--- config.mk ---
export PLATFORM = sky130hd
export DESIGN_NAME = gray_track_ctrl
export DESIGN_NICKNAME = d
export VERILOG_FILES = /design/src/rtl/gray_track_ctrl_pkg.sv /design/src/rtl/gray_to_bin_n.sv /design/src/rtl/gray_track_ctrl.sv
export SDC_FILE = /design/constraint.sdc
export NUM_CORES = 1
export LEC_CHECK = 0
export ABC_AREA = 1
export CORE_ASPECT_RATIO = 1.4
export CORE_MARGIN = 10
export CORE_UTILIZATION = 45
export DETAILED_ROUTE_END_ITERATION = 12
export GPL_ROUTABILITY_DRIVEN = 0
export PLACE_DENSITY = 0.77
export SYNTH_ARGS = -nofsm -noshare
export SYNTH_HDL_FRONTEND = slang
export SYNTH_SLANG_ARGS = --single-unit
--- constraint.sdc ---
create_clock -name clk -period 3 [get_ports clk]
set_clock_uncertainty 0.15 [all_clocks]
set_input_delay 0.6 -clock clk [delete_from_list [all_inputs] [get_ports clk]]
set_output_delay 0.6 -clock clk [all_outputs]
set_load 0.01 [all_outputs]
--- src/rtl/gray_track_ctrl_pkg.sv ---
// Shared definitions for the Gray-code position tracker: FSM state encoding.
package gray_track_ctrl_pkg;

  localparam int unsigned StateW = 2;

  typedef enum logic [StateW-1:0] {
    StIdle  = 2'd0,
    StTrack = 2'd1,
    StHold  = 2'd2
  } state_e;

endpackage

--- src/rtl/gray_to_bin_n.sv ---
// Combinational W-bit Gray-to-binary converter: each binary bit is the XOR of
// all Gray bits from the MSB down to that position.
module gray_to_bin_n #(
  parameter int unsigned W = 4
) (
  input  logic [W-1:0] gray_i,
  output logic [W-1:0] bin_o
);

  for (genvar i = 0; i < int'(W); i++) begin : g_bit
    assign bin_o[i] = ^gray_i[W-1:i];
  end

endmodule

--- src/rtl/gray_track_ctrl.sv ---
// Tracks an asynchronous Gray-coded position: synchronises, converts, classifies each
// change as up/down/illegal and hands it to a binary consumer over valid/ready.
module gray_track_ctrl
  import gray_track_ctrl_pkg::*;
#(
  parameter int unsigned W    = 4,
  parameter int unsigned ERRW = 8
) (
  input  logic            clk,
  input  logic            rst_n,
  input  logic            en,
  input  logic            clr_err,
  input  logic [W-1:0]    g_in,
  output logic [W-1:0]    b_out,
  output logic            b_valid,
  input  logic            b_ready,
  output logic            dir,
  output logic            step_err,
  output logic [ERRW-1:0] err_cnt
);

  localparam logic [W-1:0]    DeltaUp   = W'(1);
  localparam logic [W-1:0]    DeltaDown = {W{1'b1}};
  localparam logic [ERRW-1:0] CntMax    = {ERRW{1'b1}};

  logic [W-1:0]    s1_q, s2_q;
  logic [W-1:0]    bin_s, bin_q, delta;
  logic [W-1:0]    b_out_q;
  logic            b_valid_q, dir_q, step_err_q;
  logic [ERRW-1:0] err_cnt_q, err_cnt_d;
  logic            capture, cap_err;
  state_e          state_q;

  // Two-flop synchroniser; Gray coding keeps a mid-transition sample within one step.
  always_ff @(posedge clk or negedge rst_n) begin
    if (!rst_n) begin
      s1_q <= '0;
      s2_q <= '0;
    end else begin
      s1_q <= g_in;
      s2_q <= s1_q;
    end
  end

  gray_to_bin_n #(
    .W(W)
  ) u_g2b (
    .gray_i(s2_q),
    .bin_o (bin_s)
  );

  assign delta   = bin_s - bin_q;
  assign capture = (state_q == StTrack) && en && (delta != '0);
  assign cap_err = (delta != DeltaUp) && (delta != DeltaDown);

  always_ff @(posedge clk or negedge rst_n) begin
    if (!rst_n) begin
      state_q    <= StIdle;
      bin_q      <= '0;
      b_out_q    <= '0;
      b_valid_q  <= 1'b0;
      dir_q      <= 1'b0;
      step_err_q <= 1'b0;
    end else begin
      unique case (state_q)
        StIdle: begin
          // Baseline follows the input so that enabling never reports stale movement.
          bin_q <= bin_s;
          if (en) state_q <= StTrack;
        end
        StTrack: begin
          if (!en) begin
            state_q <= StIdle;
          end else if (capture) begin
            b_out_q    <= bin_s;
            bin_q      <= bin_s;
            b_valid_q  <= 1'b1;
            dir_q      <= (delta == DeltaUp);
            step_err_q <= cap_err;
            state_q    <= StHold;
          end
        end
        StHold: begin
          // Movement during HOLD accumulates against the frozen baseline.
          if (b_valid_q && b_ready) begin
            b_valid_q  <= 1'b0;
            step_err_q <= 1'b0;
            state_q    <= en ? StTrack : StIdle;
          end
        end
        default: state_q <= StIdle;
      endcase
    end
  end

  always_comb begin
    err_cnt_d = err_cnt_q;
    if (clr_err) begin
      err_cnt_d = '0;
    end else if (capture && cap_err && (err_cnt_q != CntMax)) begin
      err_cnt_d = err_cnt_q + ERRW'(1);
    end
  end

  always_ff @(posedge clk or negedge rst_n) begin
    if (!rst_n) begin
      err_cnt_q <= '0;
    end else begin
      err_cnt_q <= err_cnt_d;
    end
  end

  assign b_out    = b_out_q;
  assign b_valid  = b_valid_q;
  assign dir      = dir_q;
  assign step_err = step_err_q;
  assign err_cnt  = err_cnt_q;

endmodule

# Yosys cells after proc, flatten, opt, wreduce, memory -nomap -nowiden
# Cells that the tools add are included.
dict set report classes {
  addsub 2
  eq_ne 11
  muxes 18
  reduce_logical 18
}
# op count
set ops {}
lappend ops {{8-bit two-way mux} 2}
lappend ops {{3-bit AND reduction} 3}
lappend ops {{8-bit by 1-bit adder with 8-bit output (second input constant)} 1}
lappend ops {{2-bit two-way mux} 4}
lappend ops {{4-bit two-way mux} 2}
lappend ops {{2-bit inequality test (second input constant)} 4}
lappend ops {{8-bit inequality test (second input constant)} 1}
lappend ops {{4-bit case mux with 2 select lines} 1}
lappend ops {{1-bit logical AND} 6}
lappend ops {{1-bit two-way mux} 6}
lappend ops {{2-bit case mux with 3 select lines} 1}
lappend ops {{2-bit nonzero test} 3}
lappend ops {{4-bit by 1-bit == test with 1-bit output (second input constant)} 1}
lappend ops {{4-bit by 1-bit inequality test with 1-bit output (second input constant)} 1}
lappend ops {{4-bit inequality test (second input constant)} 1}
lappend ops {{1-bit case mux with 2 select lines} 2}
lappend ops {{4-bit AND reduction} 1}
lappend ops {{4-bit nonzero test} 1}
lappend ops {{4-bit parity} 1}
lappend ops {{4-bit subtractor} 1}
lappend ops {{3-bit inequality test (second input constant)} 1}
lappend ops {{3-bit parity} 1}
lappend ops {{2-bit by 1-bit == test with 1-bit output (second input constant)} 1}
lappend ops {{2-bit == test (second input constant)} 1}
lappend ops {{2 further kinds} 2}
dict set report totals {
  reg_bits 29
  word_cells 58
}

# Logic depth before layout (Yosys ltp)
# Gate-level depths: netlist of the first run.
dict set report depth {
  ltp_word 8
  depth_mapped 16
  mapped_depth_nobuf 16
}

# By module
# Synthesis of the first run repeated with hierarchy kept, for this count alone.
dict set report unflattened {
  hier_cells 176
  area_unflattened_um2 1522.7
}
# module n_inst cells_each area_each_um2
set modules_own_cells {}
lappend modules_own_cells {gray_track_ctrl 1 155 1432.6}
lappend modules_own_cells {gray_to_bin_n 1 21 90.1}

# Worst setup path before layout of the first run
# No wires, ideal clock.
dict set report synth_timing {
  path_type {reg2reg}
  from {register s2_q[3]}
  to {register bin_q[0]}
  setup_ns 0.137
  t_arrival_ns 2.453
  required_ns 2.713
  slack_ns 0.260
  stages_incl_launch_ff 14
  path_buffers 0
  synth_period_minus_slack_ns 2.740
  cell_sequence {dfrtp_1 xor2_2 xor2_2 xor2_2 inv_2 ha_1 inv_1 fa_1 nor2_1 nand3_2 nand2_4 o21ai_1 nand2_1 o21ai_0}
}
dict set report synth_via {
  elab_chain_len 6
  word_cells_on_any_way 11
  classes_between {1 x add/sub; 1 x eq/ne; 3 x mux; 6 x reduce/logical}
}
# element line
set synth_rtl {}
lappend synth_rtl {{from (decl)} gray_track_ctrl.sv:26} ;# logic [W-1:0] s1_q, s2_q;
lappend synth_rtl {{from (signal assigned)} gray_track_ctrl.sv:41} ;# s2_q <= s1_q;
lappend synth_rtl {{4-bit parity (tied with other cells)} gray_to_bin_n.sv:11} ;# assign bin_o[i] = ^gray_i[W-1:i];
lappend synth_rtl {{4-bit subtractor} gray_track_ctrl.sv:52} ;# assign delta = bin_s - bin_q;
lappend synth_rtl {{4-bit nonzero test} gray_track_ctrl.sv:53} ;# assign capture = (state_q == StTrack) && en && (delta != '0);
lappend synth_rtl {{1-bit logical AND} gray_track_ctrl.sv:53}
lappend synth_rtl {{2-bit inequality test (no source line)} n/a}
lappend synth_rtl {{3-bit AND reduction (no source line)} n/a}
lappend synth_rtl {{to (signal assigned)} gray_track_ctrl.sv:68} ;# bin_q <= bin_s;
lappend synth_rtl {{to (signal assigned)} gray_track_ctrl.sv:76} ;# bin_q <= bin_s;
lappend synth_rtl {{to (decl)} gray_track_ctrl.sv:27} ;# logic [W-1:0] bin_s, bin_q, delta;
# Parallel ways exist; a longest one is shown, timed or not. The select of a mux whose other input is x is not followed.
# A chain may end at the register's enable or synchronous reset.

# Worst setup path after layout of the first run
dict set report layout_timing {
  from {register s2_q[2]}
  to {register b_out_q[1] (netlist: b_out[1])}
}
dict set report layout_via {
  elab_chain_len 5
  word_cells_on_any_way 7
  classes_between {1 x add/sub; 6 x reduce/logical}
}
# element line
set layout_rtl {}
lappend layout_rtl {{4-bit parity (tied with other cells)} gray_to_bin_n.sv:11}
lappend layout_rtl {{4-bit subtractor} gray_track_ctrl.sv:52}
lappend layout_rtl {{4-bit nonzero test} gray_track_ctrl.sv:53}
lappend layout_rtl {{1-bit logical AND} gray_track_ctrl.sv:53}
lappend layout_rtl {{3-bit AND reduction (no source line)} n/a}
lappend layout_rtl {{to (signal assigned)} gray_track_ctrl.sv:75} ;# b_out_q <= bin_s;
lappend layout_rtl {{to (decl)} gray_track_ctrl.sv:28} ;# logic [W-1:0] b_out_q;
# Parallel ways exist; a longest one is shown, timed or not.

==> key figures, run 1 <==
Die
  – Row count: 24
  – Chip height: ~87 um
  – Placeable Area: ~3100 sq um
  – Floorplan die area: roughly 6000 sq um
  – Chip width: roughly 68 um
  – Count of boundary I/O pins: 24
  – Starting utilization of the core area: 46.0%

Setup path
  – Worst-path cell with the longest stage delay: sky130_fd_sc_hd__dfrtp_2
  – Setup crit start kind: flip-flop
  – Worst R2R End: b_out[1]
  – Critical path depth: 14
  – Origin of the critical flop-to-flop path: s2_q[2]
  – Worst Path Required: between 3 and 4 ns
  – Crit path buffers/inverters: 4
  – Cell family with most CP delay: XOR/XNOR gates
  – Flop-to-flop setup slack: 0.16 ns
  – Biggest fanout along the worst timing path: 9
  – Cell repeated most along the worst path: sky130_fd_sc_hd__xor2_2
  – Type of element capturing the critical path: flip-flop
  – Worst setup path end: b_out[1]
  – Setup Crit Path Kind: flip-flop to flip-flop
  – Crit path launch: s2_q[2]
  – Crit path largest cell delay: about 0.43 ns
  – Worst path cell trace: xor2_4 > xor2_2 > xor2_2 > inv_2 > ha_4 > inv_4 > fa_1 > xnor2_2 > nand3_2 > nand2_4 > buf_12 > buf_4 > nand2_1 > o21ai_0
  – Crit path DAT: ~2.9 ns
  – Number of cells on the worst reg-to-reg path: 14

Global routing
  – Remaining Overflow, GRT: 0
  – Initial antenna violation count: 0
  – Largest net degree at the start of global routing: 30
  – Via count of the first global-routing pass: about 1100
  – Combined global-route utilization of all metal layers: 10.9%
  – First-pass GRT wire length: ~4.9 mm

Synth
  – Netlist area before placement: between 1000 and 1500 sq um
  – Number of instances in the synthesized netlist: approximately 160
  – Synthesized area divided by synthesized cell count: approximately 8.7 sq um
  – Synth Flop Type: sky130_fd_sc_hd__dfrtp_1
  – Sequential element share of the synthesized area: about half
  – Number of nets produced by synthesis: around 180
  – Flip-flop and latch count after synthesis: 29
  – Share of async-settable or async-resettable flops after synthesis: 100%
  – Number of flops mapped to enable cells by yosys: 0
  – Count of different cell masters after synthesis: 23
  – Yosys warning total: 0

STA
  – Max_slew headroom: approximately 62%
  – Final setup viols: 0
  – Final WS setup: 0.164 ns
  – Final critical-path share of the clock period: a little over nine tenths
  – Time the worst path needs with I/O delays and setup: about 2.8 ns
  – Tightest hold margin: 0.188 ns
  – Max Slew Vio Count: 0
  – Count of final hold-check violations: 0
  – Max Fclk: between 300 and 400 MHz
  – Actual slew at the worst max-slew pin: roughly 0.57 ns

Finish
  – Fraction of final layout cells with drive strength greater than 1: between 10% and 20%
  – Layout filler cell count: about 250
  – Area growth syn-to-layout: 34.4%
  – Net count, final: 209
  – Storage cell area: 728 sq um
  – Area of the multi-input gates: about 690 sq um
  – Inserted Diodes: 0

CTS
  – CTS Buffer Depth: 2
  – Clock latency at the later pin of the worst-skew pair: ~0.28 ns
  – TritonCTS clock tree: done
  – Number of CTS-inserted buffers: 5
  – Clock-pin slew on the worst setup and hold paths: approximately 0.070 ns
  – Number of clock sinks: 29
  – Clock root buffer master: sky130_fd_sc_hd__clkbuf_8
  – CTS H-tree depth: 2
  – CTS Hold Buffers Added: 0

Placement
  – Worst slack at placement: approximately 0.014 ns
  – Final HPWL from detailed placement: approximately 2.2 mm
  – Quantity of I/O buffers inserted on ports: 23

Run
  – Max capacitance violation total: 0

Detailed routing
  – Wire length per cell: roughly 13 um
  – Initial drt markers: 36
  – Vias per Instance: about 5.0
  – Remaining DRCs: 0
  – Total via count in the routed design: around 1200
  – Routed wire length: about 3.1 mm
  – Number of detailed-routing iterations run before antenna repair: 4
  – Antenna violation net count after detailed routing: 0

Power and ir drop
  – Peak ir drop on the vdd network: between 0.4 and 0.5 mV
  – Power consumption: between 0.0015 and 0.002 W
  – Power per cell area: just over 800 nW/um^2
  – Static Leak: roughly 0.94 nW

Run status
  – Status: completed

Worst hold path
  – Min-Delay Path Class: flip-flop to flip-flop
[worst reg2reg max path, cell delays in order, from the launching register on]
cell and delay [ns]:
sky130_fd_sc_hd__dfrtp_2 0.43, sky130_fd_sc_hd__xor2_4 0.20, sky130_fd_sc_hd__xor2_2 0.20, sky130_fd_sc_hd__xor2_2 0.19, sky130_fd_sc_hd__inv_2 0.09, sky130_fd_sc_hd__ha_4 0.14
sky130_fd_sc_hd__inv_4 0.03, sky130_fd_sc_hd__fa_1 0.42, sky130_fd_sc_hd__xnor2_2 0.21, sky130_fd_sc_hd__nand3_2 0.17, sky130_fd_sc_hd__nand2_4 0.14, sky130_fd_sc_hd__buf_12 0.11
sky130_fd_sc_hd__buf_4 0.15, sky130_fd_sc_hd__nand2_1 0.06, sky130_fd_sc_hd__o21ai_0 0.07
[cell usage in the layout, fill, tap and decap left out, types with 2 or more instances in the layout]
cell	n
sky130_fd_sc_hd__nand2_1	37
sky130_fd_sc_hd__dfrtp_1	27
sky130_fd_sc_hd__inv_1	23
sky130_fd_sc_hd__clkdlybuf4s50_1	23
sky130_fd_sc_hd__nand3_1	18
sky130_fd_sc_hd__nor2_1	9
sky130_fd_sc_hd__o21ai_0	9
sky130_fd_sc_hd__nand3_2	8
sky130_fd_sc_hd__clkbuf_8	5
sky130_fd_sc_hd__xor2_1	3
sky130_fd_sc_hd__ha_1	3
sky130_fd_sc_hd__buf_4	3
sky130_fd_sc_hd__xor2_2	2
sky130_fd_sc_hd__nor2_2	2
sky130_fd_sc_hd__nand2_4	2
sky130_fd_sc_hd__o21ai_2	2
sky130_fd_sc_hd__xnor2_1	2
sky130_fd_sc_hd__clkinv_2	2
sky130_fd_sc_hd__dfrtp_2	2
[timing repair]
item	4_1_cts	5_1_grt
buffers inserted	0	1
gates resized for setup	1	21
cloned	0	0
endpoints found under the setup margin	1	17
pin swaps	0	12
[cell families (layout without fill, tap and decap cells)]
logic type                 Yosys count  in the layout  share of synthesized area [%]
xor gates and xnor gates             9              9                           7.12
and+or+nand+nor                     80             80                           24.7
buffers and inverters               27             60                           7.21
DFF                                 29             29                           51.0
adders and majority gates            5              5                           4.92
AOI/OAI and AO/OA                   13             13                           5.10
[cells in the mapped netlist, types with 3 or more instances]
cell type / count / share of area, %
sky130_fd_sc_hd__xnor2_1: 3 / 1.8
sky130_fd_sc_hd__inv_1: 24 / 6.3
sky130_fd_sc_hd__dfrtp_1: 29 / 51
sky130_fd_sc_hd__o21ai_0: 9 / 3.2
sky130_fd_sc_hd__xor2_2: 3 / 3.4
sky130_fd_sc_hd__nand3_1: 25 / 8.8
sky130_fd_sc_hd__nor2_1: 11 / 2.9
sky130_fd_sc_hd__ha_1: 4 / 3.5
sky130_fd_sc_hd__nand2_1: 39 / 10
sky130_fd_sc_hd__xor2_1: 3 / 1.8
[area by class of cell]
| cell class | instances | area share [%] |
|---|---|---|
| Clock buffer | 6 | 3.79 |
| Clock inverter | 2 | 0.523 |
| Inverter | 25 | 5.03 |
| Multi-Input combinational cell | 107 | 35.8 |
| Sequential cell | 29 | 38.0 |
| Tap cell | 39 | 2.55 |
| Timing Repair Buffer | 27 | 14.2 |
[flip-flops by register name (all words and copies together), names as in the netlist]
register	count
state_q	2
b_out	4
bin_q	4
step_err	1
s2_q	4
s1_q	4
err_cnt	8
dir	1
b_valid	1
[through the flow]
step	std cells	utilization, %	instance area, sq um	TNS, ns
3_3_place_gp	226	55.5	1720	0
2_1_floorplan	163	-	1420	0
4_1_cts	234	58.3	1800	0
5_1_grt	235	61.9	1910	-0.0183
6_report	235	61.9	1910	0
3_5_place_dp	226	55.5	1720	0
[report_power, final]
| group | internal [W] | switching [W] | total (W) |
|---|---|---|---|
| sequential | 0.000491 | 0.0000664 | 0.000558 |
| combinational | 0.000312 | 0.000406 | 0.000718 |
| clock | 0.000160 | 0.000147 | 0.000307 |
[how the worst min path moves through the flow]
stage	depth (start not counted)	endpoint	slack [ns]	startpoint
after floorplan	0	b_out[0]	0.15	rst_n
after global placement	0	s2_q[1]	0.18	s1_q[1]
after global routing	0	s2_q[1]	0.20	s1_q[1]
after detailed placement	0	s2_q[1]	0.18	s1_q[1]
final	0	s2_q[1]	0.19	s1_q[1]
after CTS	0	s2_q[1]	0.19	s1_q[1]
[routing by layer]
| metal | routed length, um | global-route usage (%) |
|---|---|---|
| met1 | 1170 | 10.7 |
| met2 | 1650 | 17.3 |
| met3 | 239 | 5.56 |
| met4 | 59 | 7.49 |
| met5 | 0 | 0 |
(Power assumes the default switching activity.)
==> run 2: changes to the inputs <==
Settings changed: MAX_ROUTING_LAYER set to met4.
==> run 2 against run 1 <==
Effect of this change:
- final cell count unchanged
- combinational power about the same
- sequential share of layout area unchanged
- non-clock buffer count unchanged
- hold slack about the same
- maximum frequency about the same
- critical path depth unchanged
- power about the same
- clock power about the same
- design area unchanged
- die area unchanged
- register-to-register slack about the same
- critical endpoint unchanged
==> key figures, run 2 (synthesis results as in run 1) <==
Run status
  – Status: completed

STA
  – Max_slew headroom: roughly 62%
  – Count of final hold-check violations: 0
  – Time the worst path needs with I/O delays and setup: approximately 2.8 ns
  – Tightest hold margin: roughly 0.19 ns
  – Actual slew at the worst max-slew pin: ~0.56 ns
  – Sum Neg Setup Slack: 0 ns
  – Max Slew Vio Count: 0
  – Max Fclk: around 350 MHz
  – Final critical-path share of the clock period: between 90 and 100%
  – Final setup viols: 0

Die
  – Row count: 24
  – Count of boundary I/O pins: 24
  – Floorplan die area: approximately 5800 sq um
  – Placeable Area: approximately 3100 sq um
  – Chip height: slightly below 90 um
  – Starting utilization of the core area: between 40% and 50%
  – Chip width: approximately 68 um

Placement
  – Final HPWL from detailed placement: between 2 and 2.5 mm
  – Quantity of I/O buffers inserted on ports: 23

Global routing
  – Initial antenna violation count: 0
  – Combined global-route utilization of all metal layers: 11.2%
  – First-pass GRT wire length: 4.91 mm
  – Via count of the first global-routing pass: approximately 1100
  – Remaining Overflow, GRT: 0
  – Largest net degree at the start of global routing: 30

Finish
  – Leading cell type in the layout, fill and taps excluded: sky130_fd_sc_hd__nand2_1
  – Fraction of final layout cells with drive strength greater than 1: around 18%
  – Area growth syn-to-layout: 34.4%
  – Commonest cells after routing, fill and taps aside: sky130_fd_sc_hd__nand2_1, sky130_fd_sc_hd__dfrtp_1, sky130_fd_sc_hd__inv_1, sky130_fd_sc_hd__clkdlybuf4s50_1, sky130_fd_sc_hd__nand3_1
  – Net count, final: 209
  – Inserted Diodes: 0
  – Flip-flop count of the largest register after layout: 8

CTS
  – Clock latency at the later pin of the worst-skew pair: 0.28 ns
  – Number of clock sinks: 29
  – Clock root buffer master: sky130_fd_sc_hd__clkbuf_8
  – Clock-pin slew on the worst setup and hold paths: 0.07 ns
  – Number of CTS-inserted buffers: 5
  – CTS H-tree depth: 2
  – TritonCTS clock tree: done
  – CTS Buffer Depth: 2
  – CTS Hold Buffers Added: 0

Setup path
  – Worst Path Required: between 3 and 4 ns
  – Type of element capturing the critical path: flip-flop
  – Setup crit start kind: flip-flop
  – Setup Crit Path Kind: flip-flop to flip-flop
  – Crit path DAT: around 2.9 ns
  – Biggest fanout along the worst timing path: 9

Power and ir drop
  – Power per cell area: between 800 and 900 nW/um^2
  – Peak ir drop on the vdd network: roughly 0.45 mV
  – Static Leak: 0.943 nW
  – Power consumption: 0.00158 W

Detailed routing
  – Remaining DRCs: 0
  – Number of detailed-routing iterations run before antenna repair: 4
  – Vias per Instance: 5.01
  – Total via count in the routed design: roughly 1200
  – Routed wire length: ~3.1 mm
  – Initial drt markers: 36
  – Wire length per cell: between 10 and 15 um
  – Antenna violation net count after detailed routing: 0

Worst hold path
  – Min-Delay Path Class: flip-flop to flip-flop

Run
  – Max capacitance violation total: 0
==> run 2: cell counts in the layout (fill, tap and decap cells not counted) <==
Identical to the previous run, type by type.
==> run 2: through the flow <==
stage | std cells | setup slack, ns | cell area [sq um] | utilization, %
global route | 235 | -0.0183 | 1910 | 61.9
floorplan | 163 | 0.260 | 1420 | -
finish | 235 | 0.163 | 1910 | 61.9
CTS | 234 | 0.0323 | 1800 | 58.3
global placement | 226 | 0.115 | 1720 | 55.5
detailed placement | 226 | 0.0141 | 1720 | 55.5
==> run 2: worst max-delay path, cell delays in order (launching register included) <==
cell and delay [ns]:
sky130_fd_sc_hd__dfrtp_2 0.43, sky130_fd_sc_hd__xor2_4 0.20, sky130_fd_sc_hd__xor2_2 0.20, sky130_fd_sc_hd__xor2_2 0.19, sky130_fd_sc_hd__inv_2 0.09, sky130_fd_sc_hd__ha_4 0.14
sky130_fd_sc_hd__inv_4 0.03, sky130_fd_sc_hd__fa_1 0.42, sky130_fd_sc_hd__xnor2_2 0.21, sky130_fd_sc_hd__nand3_2 0.17, sky130_fd_sc_hd__nand2_4 0.14, sky130_fd_sc_hd__buf_12 0.11
sky130_fd_sc_hd__buf_4 0.15, sky130_fd_sc_hd__nand2_1 0.06, sky130_fd_sc_hd__o21ai_0 0.07
==> run 2: layout make-up <==
type / count / area (sq um)
clock inverter: 2 / 10.0
sequential: 29 / 728
multi-input combinational: 107 / 686
fill: 246 / 1180
clock buffer: 6 / 72.6
timing repair buffer: 27 / 273
inverter: 25 / 96.3
tap: 39 / 48.8
==> run 2: power breakdown <==
group,internal (W),total (W),switching (W)
logic,0.000312,0.000718,0.000406
registers,0.000491,0.000557,0.0000662
clock network,0.000160,0.000308,0.000148
==> run 2: metal layers <==
metal	up-vias	routed length, um	global-route usage (%)
li1	575	-	-
met2	30	1670	17.3
met1	567	1220	11.4
met3	6	181	4.39
met4	0	58	7.49
met5	-	0	-
==> run 2: timing repair <==
action	in CTS	in global routing
hold endpoints to repair	0	0
pin swaps	0	12
buffers inserted	0	1
setup endpoints to repair	1	17
gates resized for setup	1	21
==> run 2: final timing paths <==
path / from / endpoint / slack (ns) / cells past startpoint
setup / recovery: s2_q[2] / b_out[1] / 0.16 / 14
hold / removal: s1_q[1] / s2_q[1] / 0.19 / 0
setup reg to reg: s2_q[2] / b_out[1] / 0.16 / 14
hold reg to reg: s1_q[1] / s2_q[1] / 0.19 / 0
max in group asynchronous: rst_n / s2_q[3] / 1.86 / 2
min in group asynchronous: rst_n / b_out[3] / 0.55 / 2
==> run 3: changes to the inputs <==
--- a/config.mk
+++ b/config.mk
@@ -8,5 +8,4 @@
 export ABC_AREA = 1
-export CORE_ASPECT_RATIO = 1.4
 export CORE_MARGIN = 10
-export CORE_UTILIZATION = 45
+export CORE_UTILIZATION = 39
 export DETAILED_ROUTE_END_ITERATION = 12
@@ -14,3 +13,3 @@
 export MAX_ROUTING_LAYER = met4
-export PLACE_DENSITY = 0.77
+export PLACE_DENSITY = 0.7
 export SYNTH_ARGS = -nofsm -noshare
==> constraint.sdc (replaced) <==
create_clock -name clk -period 3 [get_ports clk]
set_clock_uncertainty 0.15 [all_clocks]
set_input_delay 0.3 -clock clk [delete_from_list [all_inputs] [get_ports clk]]
set_output_delay 0.3 -clock clk [all_outputs]
set_load 0.01 [all_outputs]
==> run 3 against run 2 <==
Effect of this change:
- critical path type unchanged
- first-iteration DRC count is 44% higher
- critical endpoint is now err_cnt[0]
- highest routed layer unchanged
- register-to-register slack worse by 0.02 ns
- hold slack better by 0.0089 ns
- maximum frequency is 0.68% lower
- sequential share of layout area is 0.26 points lower
==> key figures, run 3 (synthesis results as in run 1) <==
Die
  – Row count: 21
  – Chip width: ~80 um
  – Floorplan die area: ~6500 sq um
  – Placeable Area: 3440 sq um
  – Count of boundary I/O pins: 24
  – Starting utilization of the core area: roughly two fifths
  – Chip height: about 80 um

Setup path
  – Crit path largest cell delay: 0.43 ns
  – Crit path DAT: just under 3 ns
  – Worst-path cell with the longest stage delay: sky130_fd_sc_hd__dfrtp_1
  – Setup crit start kind: flip-flop
  – Biggest fanout along the worst timing path: 8
  – Worst Path Required: about 3 ns
  – Setup Crit Path Kind: flip-flop to flip-flop
  – Crit path buffers/inverters: 2
  – Type of element capturing the critical path: flip-flop
  – Worst path cell trace: xor2_4 > xor2_2 > xor2_2 > inv_2 > ha_1 > inv_2 > fa_2 > xnor2_2 > nor2_1 > nand4_1 > nand2_2 > nor2_4 > nand3_1 > nand2_1
  – Cell family with most CP delay: XOR/XNOR gates

STA
  – Actual slew at the worst max-slew pin: approximately 0.47 ns
  – Final critical-path share of the clock period: 95.2%
  – Max Slew Vio Count: 0
  – Max_slew headroom: between 60% and 70%
  – Time the worst path needs with I/O delays and setup: between 2 and 3 ns
  – Final setup viols: 0
  – Sum Neg Setup Slack: 0 ns
  – Count of final hold-check violations: 0
  – Max Fclk: between 300 and 400 MHz
  – Tightest hold margin: 0.197 ns

Power and ir drop
  – Internal Dissipation: between 0.001 and 0.0015 W
  – Sequential power share: ~33%
  – Net switching component of the power: just over 0.0006 W
  – Switch share: 36.9%
  – Static Leak: about 0.96 nW
  – Peak ir drop on the vdd network: between 0.2 and 0.3 mV
  – Power per cell area: a little under 900 nW/um^2
  – Combinational cell fraction of total power: a little over two fifths
  – Clock Power Share: 25.1%

Detailed routing
  – Initial drt markers: 52
  – Number of detailed-routing iterations run before antenna repair: 4
  – Total via count in the routed design: roughly 1200
  – Routed wire length: 3.12 mm
  – Vias per Instance: approximately 4.8
  – Antenna violation net count after detailed routing: 0
  – Wire length per cell: ~13 um
  – Remaining DRCs: 0

Worst hold path
  – Min-Delay Path Class: flip-flop to flip-flop

Finish
  – Fraction of final layout cells with drive strength greater than 1: roughly 17%
  – Inserted Diodes: 0
  – Layout filler cell count: 297
  – Net count, final: 211
  – Area growth syn-to-layout: 35.1%
  – Commonest cells after routing, fill and taps aside: sky130_fd_sc_hd__nand2_1, sky130_fd_sc_hd__dfrtp_1, sky130_fd_sc_hd__inv_1, sky130_fd_sc_hd__nand3_1, sky130_fd_sc_hd__clkdlybuf4s50_1
  – Leading cell type in the layout, fill and taps excluded: sky130_fd_sc_hd__nand2_1
  – Flip-flop count of the largest register after layout: 8

Global routing
  – Combined global-route utilization of all metal layers: between 10% and 20%
  – Initial antenna violation count: 0
  – Largest net degree at the start of global routing: 30
  – First-pass GRT wire length: approximately 5.1 mm
  – Remaining Overflow, GRT: 0
  – Via count of the first global-routing pass: roughly 1100

CTS
  – CTS Buffer Depth: 2
  – Number of CTS-inserted buffers: 5
  – Clock-pin slew on the worst setup and hold paths: approximately 0.060 ns
  – Clock root buffer master: sky130_fd_sc_hd__clkbuf_8
  – Clock latency at the later pin of the worst-skew pair: 0.28 ns
  – Number of clock sinks: 29
  – CTS H-tree depth: 2
  – TritonCTS clock tree: done

Placement
  – Quantity of I/O buffers inserted on ports: 23
  – Final HPWL from detailed placement: 2.18 mm

Run
  – Max capacitance violation total: 0

Run status
  – Status: completed
run 3: cell types whose count changed in the layout (fill, tap and decap cells not counted), sizes merged:
cell	before	now
buf	4	6
clkinv	2	0
bufinv	0	1
clkinvlp	0	1
run 3: final timing paths:
kind	from	endpoint	slack, ns	cells past startpoint
worst max register to register	s2_q[2]	err_cnt[0]	0.14	14
worst min register to register	s1_q[3]	s2_q[3]	0.20	0
max in group asynchronous	rst_n	s2_q[3]	2.15	2
worst max-delay path	s2_q[2]	err_cnt[0]	0.14	14
worst min-delay path	s1_q[3]	s2_q[3]	0.20	0
min in group asynchronous	rst_n	b_out[2]	0.25	2
run 3: timing repair:
action                     CTS  global route
setup buffers                0             3
gates resized for setup      2            12
setup endpoints to repair    8            17
pin swaps                    0            11
hold buffers                 0             0
run 3: through the flow:
stage | area, sq um | util, % | setup WS (ns) | power, W | std cells
global route | 1920 | 55.9 | -0.000550 | 0.00181 | 244
floorplan | 1420 | - | 0.260 | 0.000948 | 163
detailed placement | 1730 | 50.1 | -0.00653 | 0.00118 | 233
finish | 1920 | 55.9 | 0.144 | 0.00169 | 244
CTS | 1850 | 53.8 | 0.00148 | 0.00163 | 241
global placement | 1730 | 50.1 | 0.153 | 0.00116 | 233
run 3: layer usage:
metal | share of wire [%] | wire (um) | GRT usage [%] | up-vias
li1 | - | - | - | 576
met4 | 1.6 | 49 | 6.34 | 0
met1 | 45 | 1400 | 12.1 | 555
met3 | 5.1 | 159 | 3.23 | 5
met2 | 49 | 1510 | 15.4 | 28
met5 | 0 | 0 | - | -
run 3: area by class of cell:
| type | count | area (sq um) | area share (%) |
|---|---|---|---|
| tap | 46 | 57.6 | 2.99 |
| inverter | 25 | 93.8 | 4.88 |
| timing repair buffer | 29 | 275 | 14.3 |
| sequential | 29 | 727 | 37.8 |
| clock inverter | 2 | 37.5 | 1.95 |
| multi-input combinational | 107 | 651 | 33.8 |
| clock buffer | 6 | 82.6 | 4.29 |
run 3: power by group through the flow:
stage | clock [W] | sequential [W] | combinational [W]
5_1_grt | 0.000452 | 0.000562 | 0.000799
3_3_place_gp | 0 | 0.000550 | 0.000605
2_1_floorplan | 0 | 0.000569 | 0.000379
6_report | 0.000424 | 0.000550 | 0.000717
4_1_cts | 0.000435 | 0.000547 | 0.000647
3_5_place_dp | 0 | 0.000553 | 0.000631
